[config.mk]
export PLATFORM = sky130hd
export DESIGN_NAME = circuito_entradas_juris
export DESIGN_NICKNAME = d
export VERILOG_FILES = /design/src/rtl/circuito_entradas_juris.sv
export SDC_FILE = /design/constraint.sdc
export NUM_CORES = 1
export LEC_CHECK = 0
export CAP_MARGIN = 20
export CORE_AREA = 2 2 39 41
export CTS_CLUSTER_SIZE = 20
export DETAILED_ROUTE_END_ITERATION = 16
export DIE_AREA = 0 0 41 43
export DONT_BUFFER_PORTS = 1
export GPL_TIMING_DRIVEN = 0
export PLACE_DENSITY_LB_ADDON = 0.08
export SLEW_MARGIN = 20
export SYNTH_ARGS = -nofsm -noshare
export SYNTH_HDL_FRONTEND = slang
export SYNTH_SLANG_ARGS = --single-unit
[constraint.sdc]
create_clock -name clk -period 1.9 [get_ports clk]
set_input_delay 0.38 -clock clk [delete_from_list [all_inputs] [get_ports clk]]
set_output_delay 0.38 -clock clk [all_outputs]
set_load 0.03 [all_outputs]
[src/rtl/circuito_entradas_juris.sv]
// Jury input conditioning: per-bit synchronizer followed by a debouncer.
// Each bit of J is handled independently; {S1,S0} is the registered,
// debounced image of J.
module circuito_entradas_juris #(
    parameter int unsigned SYNC_STAGES     = 2,  // minimum 2
    parameter int unsigned DEBOUNCE_CYCLES = 4   // minimum 1
) (
    input  logic       clk,
    input  logic       rst_n,
    input  logic [1:0] J,
    output logic       S1,
    output logic       S0
);

    // Counter only needs to reach DEBOUNCE_CYCLES-1; keep at least one bit.
    localparam int unsigned CntW = (DEBOUNCE_CYCLES > 1) ? $clog2(DEBOUNCE_CYCLES) : 1;
    localparam logic [CntW-1:0] CntMax = CntW'(DEBOUNCE_CYCLES - 1);

    logic [1:0]      sync_q [SYNC_STAGES];
    logic [1:0]      sync;
    logic [1:0]      stab_q, stab_d;
    logic [CntW-1:0] cnt_q [2];
    logic [CntW-1:0] cnt_d [2];

    // Synchronizer chain, both bits side by side.
    always_ff @(posedge clk or negedge rst_n) begin
        if (!rst_n) begin
            for (int s = 0; s < SYNC_STAGES; s++) begin
                sync_q[s] <= '0;
            end
        end else begin
            sync_q[0] <= J;
            for (int s = 1; s < SYNC_STAGES; s++) begin
                sync_q[s] <= sync_q[s-1];
            end
        end
    end

    assign sync = sync_q[SYNC_STAGES-1];

    // Debounce next state: a new level is accepted once it has persisted for
    // DEBOUNCE_CYCLES consecutive edges; any return to the stable level restarts.
    always_comb begin
        stab_d = stab_q;
        for (int i = 0; i < 2; i++) begin
            cnt_d[i] = '0;
            if (sync[i] != stab_q[i]) begin
                if (cnt_q[i] == CntMax) begin
                    stab_d[i] = sync[i];
                end else begin
                    cnt_d[i] = cnt_q[i] + CntW'(1);
                end
            end
        end
    end

    // Debounce state registers.
    always_ff @(posedge clk or negedge rst_n) begin
        if (!rst_n) begin
            stab_q   <= '0;
            cnt_q[0] <= '0;
            cnt_q[1] <= '0;
        end else begin
            stab_q   <= stab_d;
            cnt_q[0] <= cnt_d[0];
            cnt_q[1] <= cnt_d[1];
        end
    end

    assign S1 = stab_q[1];
    assign S0 = stab_q[0];

endmodule

==> metrics.txt <==
final non-filler cell total=41; Slew HR=70.74%; Starting Density=about a quarter; Yosys top cell area share=approximately 71%; area of the core=around 1400 um2; clk buf depth=2; row count=14; hold depth=0; count of input and output buffers=0; All-Layer GR Usage=under 10%; Synth Area in Compound Gates=0%; Hold Crit Start=J[0]; drt via density=between 4 and 5; layout cells sized above 1=24.00%; clock latency on the worst-skew pair=0.26 ns; adder-cell share of the synthesized area=about 7.1%; Net Count, Synth=26; largest family of logic cells by synthesized area=simple AND/OR/NAND/NOR gates; Setup-failing EPs final=0; Static Leak=0.1941 nW; FF-to-FF setup slack=~0.83 ns; CTS buffer count=3; CTS tree=built; Post-Route WL=between 400 and 500 um; clk sink count=10; top-level port count=6; crit start category=register; Worst-Margin Slew=around 0.44 ns; TritonRoute pass-1 iters=2; Layout fillers=approximately 150; Final Critical Period=approximately 1.2 ns; Simple-Gate Fraction of Synth Area=about a tenth; Die X=about 40 um; DRC=0; Fin Clk Skew=0.005318 ns; mux cell area share after synthesis=between 6 and 7%; PD cells=1576 nW/um2; max-cap violations=0; initial antenna violation count=0; FMAX=approximately 840 MHz; total grt overflow=0; final net count=32; Final Max Slew Viols=0; area leader, netlist=dfrtp_1; status=completed; H-tree levels=1; clk slew on worst S/H paths=about 0.07 ns; starting DRC count in detailed routing=1; vias in the first global route=around 190; element type at the critical path end=output port; Final Hold Viols=0; WL/cell=~11 um; HPWL after detailed placement=roughly 310 um; via count=roughly 170; pin count of the biggest net entering global routing=11; number of diodes=0; Max IR drop VDD=between 0.0004 and 0.0005 V; Placed Cells=36; Min-Delay Path Class=in2reg; Worst EP required=~1.5 ns; WS Path Type=reg2out; Mean Syn Cell Area=between 15 and 20 um2; final instance area=416.7 um2; gpl congestion=roughly 0.6; Root Buffer Master=clkbuf_4; Synth Register Bits=10; cell count after synthesis=20; period utilization=between 60% and 70%; die height=~43 um; worst r2r path cells=2; RSZ-0062 raised after global routing=false; DRT antenna net count=0; first-pass GRT wire length=approximately 760 um; Crit Reg-Reg Endpoint=stab_q[1]; xor and xnor area share after synthesis=under 10%; Area growth syn-to-layout=18.93%; Yosys warnings=0; post-synthesis sequential area ratio=71.43%; die area=1763 um2; placed inst area=~370 um2; count of cell types in the netlist=9; Post-Syn Area=between 300 and 400 um2; ranking of synthesized cells by area=dfrtp_1, ha_1, mux2_1, nor3b_2, nor3_2; CP arrival=roughly 0.8 ns; worst flop-to-flop path startpoint=cnt_q[0]; CP max FO=3; Worst Hold End=sync_q[2]; Fin Setup TNS=0 ns
## routing by layer
metal  global-route usage (%)  up-vias  part of all wire (%)
li1                         -       76                     -
met1                    8.000       88                    42
met2                    9.063        4                    52
met3                    4.712        0                   5.5
met4                    6.000        0                     0
met5                        0        -                     0
## repair_timing
item                                   4_1_cts  5_1_grt
endpoints found under the hold margin       10        0
gates resized for setup                      0        0
buffers inserted                             0        0
hold buffers                                 1        0
## cells by family (layout without fill, tap and decap cells)
kind of cell  count (synthesis)  count (layout)
buf+inv                       0               5
fa+ha+maj                     2               2
simple gates                  4               4
xor+xnor                      2               2
flops                        10              10
mux                           2               2
## cells in the final DEF (no fill, tap or decap)
cell	count
ha_1	2
xor2_1	1
clkbuf_4	3
clkbuf_8	1
dlygate4sd3_1	1
xnor2_1	1
and2_1	1
dfrtp_1	10
nor2b_1	1
nor3_2	1
nor3b_2	1
mux2_1	2
## through the flow
stage / hold WS (ns) / utilization [%] / worst slack, ns / power [W]
6_report: 0.1409 / 30.11 / 0.7155 / 0.0006567
3_5_place_dp: 0.08468 / 26.76 / 0.8422 / 0.0004727
5_1_grt: 0.1185 / 30.11 / 0.6765 / 0.0007119
2_1_floorplan: 0.08441 / - / 0.8873 / 0.0004469
4_1_cts: 0.1279 / 30.11 / 0.6962 / 0.0006740
3_3_place_gp: 0.08467 / 26.76 / 0.8564 / 0.0004622
## where the power goes
| group | switching (W) | total (W) | internal, W | leakage (nW) |
|---|---|---|---|---|
| clock network | 0.0000712 | 0.000187 | 0.000116 | 0.0210 |
| logic | 0.0000447 | 0.000112 | 0.0000671 | 0.0511 |
| registers | 0.0000848 | 0.000358 | 0.000273 | 0.122 |
| total | 0.000201 | 0.000657 | 0.000456 | 0.194 |
## Yosys cell counts
cell     count
dfrtp_1     10
and2_1       1
ha_1         2
nor2b_1      1
mux2_1       2
nor3b_2      1
xor2_1       1
nor3_2       1
xnor2_1      1
## cell type report
class                      instances  area, um2  area share, %
clock buffer                       4      36.28          8.709
multi-input combinational         10      100.1          24.02
sequential                        10      250.2          60.06
tap                               16      20.02          4.805
timing repair buffer               1      10.01          2.402
## state kept, by name, summed over array words and instances (netlist names)
signal and count:
cnt_q 4, stab_q 2, sync 2, sync_q 2
## how the worst max path moves through the flow
stage	from	endpoint	slack, ns	cells past startpoint
6_report	stab_q[0]	S0	0.72	0
5_1_grt	stab_q[1]	S1	0.68	0
3_5_place_dp	cnt_q[2]	stab_q[0]	0.84	2
4_1_cts	stab_q[0]	S0	0.70	0
3_3_place_gp	cnt_q[2]	stab_q[0]	0.86	2
2_1_floorplan	cnt_q[0]	stab_q[1]	0.89	2
Note: power is estimated with default switching activity, not from simulation.
